## config.mk

```make
export PLATFORM = sky130hd
export DESIGN_NAME = mem_port_arbiter
export DESIGN_NICKNAME = d
export VERILOG_FILES = /design/src/rtl/mem_port_arbiter.sv
export SDC_FILE = /design/constraint.sdc
export NUM_CORES = 1
export LEC_CHECK = 0
export ABC_AREA = 1
export BUFFER_PORTS_ARGS = -buffer_cell sky130_fd_sc_hd__clkbuf_2
export CORE_MARGIN = 5
export CORE_UTILIZATION = 35
export CTS_BUF_LIST = sky130_fd_sc_hd__clkbuf_8
export DETAILED_ROUTE_END_ITERATION = 16
export PLACE_DENSITY = 0.64
export SLEW_MARGIN = 20
export SYNTH_ARGS = -nofsm -noshare
export SYNTH_HDL_FRONTEND = slang
export SYNTH_SLANG_ARGS = --single-unit
```

## constraint.sdc

```tcl
create_clock -name clk -period 3 [get_ports clk]
set_clock_uncertainty 0.15 [all_clocks]
set_input_delay 0.45 -clock clk [delete_from_list [all_inputs] [get_ports clk]]
set_output_delay 0.45 -clock clk [all_outputs]
set_load 0.03 [all_outputs]
```

## src/rtl/mem_port_arbiter.sv

```systemverilog
// mem_port_arbiter: shares one single-port memory between IF fetch and MEM load/store.
// Define ARB_TIMEOUT_EN to abort an ACCESS after TIMEOUT cycles without mem_ack.
module mem_port_arbiter #(
   parameter int ADDR_W     = 32,
   parameter int DATA_W     = 32,
   parameter int STARVE_MAX = 4,
   parameter int TIMEOUT    = 16
) (
   input  logic              clk,
   input  logic              rst,
   input  logic              if_req,
   input  logic [ADDR_W-1:0] if_addr,
   output logic [DATA_W-1:0] if_rdata,
   output logic              if_ready,
   input  logic              d_req,
   input  logic              d_we,
   input  logic [ADDR_W-1:0] d_addr,
   input  logic [DATA_W-1:0] d_wdata,
   output logic [DATA_W-1:0] d_rdata,
   output logic              d_ready,
   output logic              mem_en,
   output logic              mem_we,
   output logic [ADDR_W-1:0] mem_addr,
   output logic [DATA_W-1:0] mem_wdata,
   input  logic [DATA_W-1:0] mem_rdata,
   input  logic              mem_ack,
   output logic              stall_if,
   output logic              stall_mem,
   output logic              err
);
   typedef enum logic [1:0] {IDLE, ACCESS, DONE} state_t;
   state_t state, state_nx;
   logic own_d, lat_we, grant_d, abort;
   logic [ADDR_W-1:0] lat_addr;
   logic [DATA_W-1:0] lat_wdata, rd;
   logic [3:0] starve;
   // a fetch that has watched STARVE_MAX data grants in a row takes the port
   assign grant_d = d_req & ~(if_req & (starve == 4'(STARVE_MAX)));
`ifdef ARB_TIMEOUT_EN
   localparam int TW = $clog2(TIMEOUT + 1);
   logic [TW-1:0] tcnt;
   logic err_q;
   assign abort = ~mem_ack & (tcnt == TW'(TIMEOUT - 1));
   assign err = err_q;
   always_ff @(posedge clk)
      if (rst) begin
         tcnt  <= '0;
         err_q <= 1'b0;
      end else begin
         tcnt <= (state == ACCESS) ? tcnt + TW'(1) : '0;
         if (state == ACCESS && abort) err_q <= 1'b1;
      end
`else
   logic unused_timeout;
   assign unused_timeout = (TIMEOUT != 0);
   assign abort = 1'b0;
   assign err = 1'b0;
`endif
   assign rd = abort ? DATA_W'(32'hDEADBEEF) : mem_rdata;
   always_comb begin
      state_nx = (state == IDLE)   ? ((if_req | d_req) ? ACCESS : IDLE) :
                 (state == ACCESS) ? ((mem_ack | abort) ? DONE : ACCESS) : IDLE;
   end
   always_ff @(posedge clk)
      if (rst) begin
         state     <= IDLE;
         own_d     <= 1'b0;
         lat_we    <= 1'b0;
         lat_addr  <= '0;
         lat_wdata <= '0;
         starve    <= '0;
         if_rdata  <= '0;
         d_rdata   <= '0;
      end else begin
         state <= state_nx;
         if (state == IDLE && (if_req | d_req)) begin
            own_d     <= grant_d;
            lat_we    <= grant_d & d_we;
            lat_addr  <= grant_d ? d_addr : if_addr;
            lat_wdata <= d_wdata;
         end
         starve <= ~if_req ? '0 : (state == IDLE) ? (grant_d ? starve + 4'd1 : '0) : starve;
         if (state == ACCESS && (mem_ack | abort) && !lat_we) begin
            if (own_d) d_rdata <= rd;
            else if_rdata <= rd;
         end
      end
   assign mem_en    = (state == ACCESS);
   assign mem_we    = mem_en & lat_we;
   assign mem_addr  = lat_addr;
   assign mem_wdata = lat_wdata;
   assign if_ready  = (state == DONE) & ~own_d;
   assign d_ready   = (state == DONE) & own_d;
   assign stall_if  = if_req & ~if_ready;
   assign stall_mem = d_req & ~d_ready;
endmodule
```

# After elaboration in Yosys (flattened, before gate mapping)
# Cells that the tools add are included.
# word_totals
regBits	136
word_cells	40
out_inout_bits	135
# op_classes
addsub	1
bitwise_logic	14
muxes	6
eq_ne	3
reduce_logical	8
# ops
op	n
$mux W32	1
$and A1 B1 Y1	8
$mux W2	3
$not A1 Y1	5
$add A4 B1 Y4 const B	1
$eq A4 B3 Y1 const B	1
$mux W4	1
$reduce_and A2 Y1	2
$logic_and A1 B1 Y1	3
$eq A2 B1 Y1 const B	1
$eq A2 B2 Y1 const B	1
$logic_not A2 Y1	1
$reduce_or A2 Y1	1
$logic_not A1 Y1	1
$mux W1	1
$or A1 B1 Y1	1

# Depth between registers and ports, before layout
# logic_depth
ltp_word	5
depth_mapped	11
ltp_nobuf	10

# Worst setup path before layout
# OpenSTA, ideal clock, no wires.
# synth_path
path_type	input-to-output
startpoint	input d_req
endpoint	output stall_mem
slack_ns	1.179
t_required_ns	2.400
arrival_time_ns	1.221
cell_stages	4
path_cell_list	buf_2 -> buf_1 -> o21ai_0 -> inv_1
# synth_between
elab_chain_cells	1
# synth_lines
element	line_no	text
from (decl)	15	input logic d_req,
$and A1 B1 Y1	95	assign stall_mem = d_req & ~d_ready;
to (decl)	28	output logic stall_mem,
# Every way passes these cells.

# Worst setup path after layout
# layout_path
startpoint	register state[1]
endpoint	output stall_mem
# layout_between
elab_chain_cells	4
# layout_lines
element	line_no	text
from (decl)	32	state_t state, state_nx;
from (signal assigned)	75	state <= state_nx;
$eq A2 B2 Y1	93	assign d_ready = (state == DONE) & own_d;
$and A1 B1 Y1	93	
$not A1 Y1	95	
$and A1 B1 Y1	95	
# Every way passes these cells.

==> results.toml <==
[clocking]
cts_tree = "yes"
clk_pin_slew_ps = 80
htree_levels = 4
clockBufferDepth = 2
ctsResizeCount = 0
numCtsBuffers = 17
cts.sinks = 136
postCtsSetupRepairBufs = 0
cts-hold-fix-buffers = 0
worstSkewPairLatency_ps = 440
cts_root_buf = "clkbuf_8"

[sta]
post-route-period-util = 0.703
slew_headroom = 0.397
setup_tns_ps = 0
finalSetupViolCount = 0
period_needed_ps = 2110
rsz0062_at_grt = "no"
maxClockFrequency_mhz = 474
worst_pin_slew_ps = 902
finalMaxSlewViolations = 0
final_hold_viol_count = 0

[pwr]
power_density_nw_per_um2 = 591
total_power_mw = 4.56
p_leak_nw = 4.42
peakVddDrop_v = 0.000281

[critical_path]
cp_slowest_cell = "dfxtp_1"
startpoint = "state[1]"
cp.required_ps = 2400
cp.arrival_ps = 1510
r2r_end = "if_rdata[1]"
criticalPathCategory = "reg -> out"
rr_worst_depth = 5
path_cells = "nand2_1 -> o21ai_0 -> inv_1 -> clkbuf_2"
path_max_fanout = 5
r2r_start = "state[0]"
reg2reg_slack_ps = 980
end_kind = "output port"
slowest_delay_ps = 480
critPathLaunchType = "flop"

[cells_and_area]
syn2layout_area_growth_pct = 31.1
drive_above_1_share = 0.287
nets = 1264
antenna_cells = 0

[floorplan]
initial_utilization = 0.356
io_pins = 269
rows = 47
coreArea_um2 = 16500
die-area_um2 = 19500
chipHeight_um = 140
die_width_um = 140

[logic_synthesis]
mappedNetlistNets = 1018
synth_cell_types = 29
yosysWarningCount = 0
synth-edff-count = 0
seq_area_frac_synth = 0.463
synth-async-reset-ratio = 0
yosysTopAreaCellShare = 0.463
synth_common_cells = "253 x nor2_1, 202 x nand2_1, 136 x dfxtp_1"
synth_ff_type = "dfxtp_1"
syn-cell-area_um2 = 5890
synth.largest_area_cell = "dfxtp_1"
avgSynthCellArea_um2 = 6.67
synth_area_leaders = "dfxtp_1 46%, nor2_1 16%, nand2_1 13%"
yosysMostFrequentCell = "nor2_1"
synth_seq_cells = 136
syn_inst = 882

[worst_hold_path]
hp-start = "mem_rdata[8]"
hold_class = "in -> reg"
whs_path_depth = 3
min_to = "if_rdata[8]"

[global_routing]
grt_pass1_vias = 5485
grt_pass1_wl_mm = 26.9
overflow = 0
grt_max_degree = 67
groute.usage.overall = 0.168
antenna_found_initial = 0

[detailed_routing]
drt-total-wl_mm = 16.7
route.detailed.drc = 0
post_drt_via_cell_ratio = 4.28
drt-pass1-iter-count = 6
wl_per_cell_um = 12.2
drtIter0Drc = 260
drtAntennaViolNets = 0
vias = 5826

[place]
place_congestion = 0.836
hpwl_mm = 12.1
io_buffers = 267

[run]
maxCapViolCount = 0

[run_status]
status = "finished clean"
==> cell type report <==
| type | instances | area, um2 |
|---|---|---|
| multi-input cells | 586 | 2460 |
| well taps | 220 | 275 |
| inverters | 110 | 415 |
| clock inverters | 13 | 145 |
| flip-flops and latches | 136 | 2720 |
| repair buffers | 277 | 1440 |
| clock buffers | 19 | 262 |
| fillers | 1783 | 8810 |
==> metrics by stage <==
step / instances / instance area [um2] / hold slack [ps] / utilization / setup WS (ps)
2_1_floorplan: 882 / 5890 / 294 / - / 1180
3_3_place_gp: 1329 / 7310 / 311 / 0.442 / 1050
3_5_place_dp: 1329 / 7310 / 319 / 0.442 / 951
4_1_cts: 1361 / 7720 / 60.2 / 0.467 / 858
5_1_grt: 1361 / 7720 / 64.1 / 0.467 / 743
6_report: 1361 / 7720 / 98.5 / 0.467 / 892
==> worst max path at each step <==
stage	depth (start not counted)	slack [ps]	endpoint
global placement	10	1050	mem_addr[11]
finish	4	890	stall_mem
CTS	4	860	stall_mem
floorplan	4	1180	stall_mem
global route	5	740	if_rdata[1]
detailed placement	5	950	if_rdata[1]
==> critical path, delay by kind of cell (launching register included) <==
kind | cells | cell delay (ps)
AND/OR/NAND/NOR | 1 | 160
AO/OA/AOI/OAI | 1 | 190
flip-flops | 1 | 480
buffers and inverters | 2 | 240
==> per-layer routing <==
metal  vias to the layer above  routed length, um  part of all wire  global-route usage
li1                       3117                  -                 -                   -
met1                      2491               7040              0.42               0.200
met2                       199               7840              0.47               0.279
met3                        19               1490             0.089              0.0683
met4                         0                300             0.018              0.0525
met5                         -                  0                 0                   0
==> cell families after synthesis <==
logic type	count (synthesis)	synth area share
AND/OR/NAND/NOR	541	0.374
XOR/XNOR	3	0.00447
AO/OA/AOI/OAI	39	0.0351
other	1	0.000637
buffers and inverters	160	0.119
adder cells (fa/ha/maj)	2	0.00425
flip-flops	136	0.463
==> cell usage in the layout (no fill, tap or decap), types with 4 or more instances in the layout <==
cell type / count
buf_4: 8
clkbuf_2: 267
inv_1: 107
o21ai_0: 34
nor2_2: 10
nand2_1: 202
clkinvlp_4: 6
clkbuf_8: 19
nand3_1: 67
a21oi_1: 4
dfxtp_1: 136
nor2_1: 253
==> power breakdown <==
| part | switching [mW] | internal [mW] |
|---|---|---|
| Combinational | 0.687 | 0.312 |
| Sequential | 0.0794 | 1.95 |
| Clock | 0.743 | 0.787 |
| Total | 1.51 | 3.05 |
==> state kept, by name, indices dropped and copies added (netlist names) <==
name and cells:
if_rdata 32, lat_we 1, starve 4, state 2, mem_addr 32, own_d 1, mem_wdata 32, d_rdata 32
No activity file was read; power rests on OpenSTA's default activity.
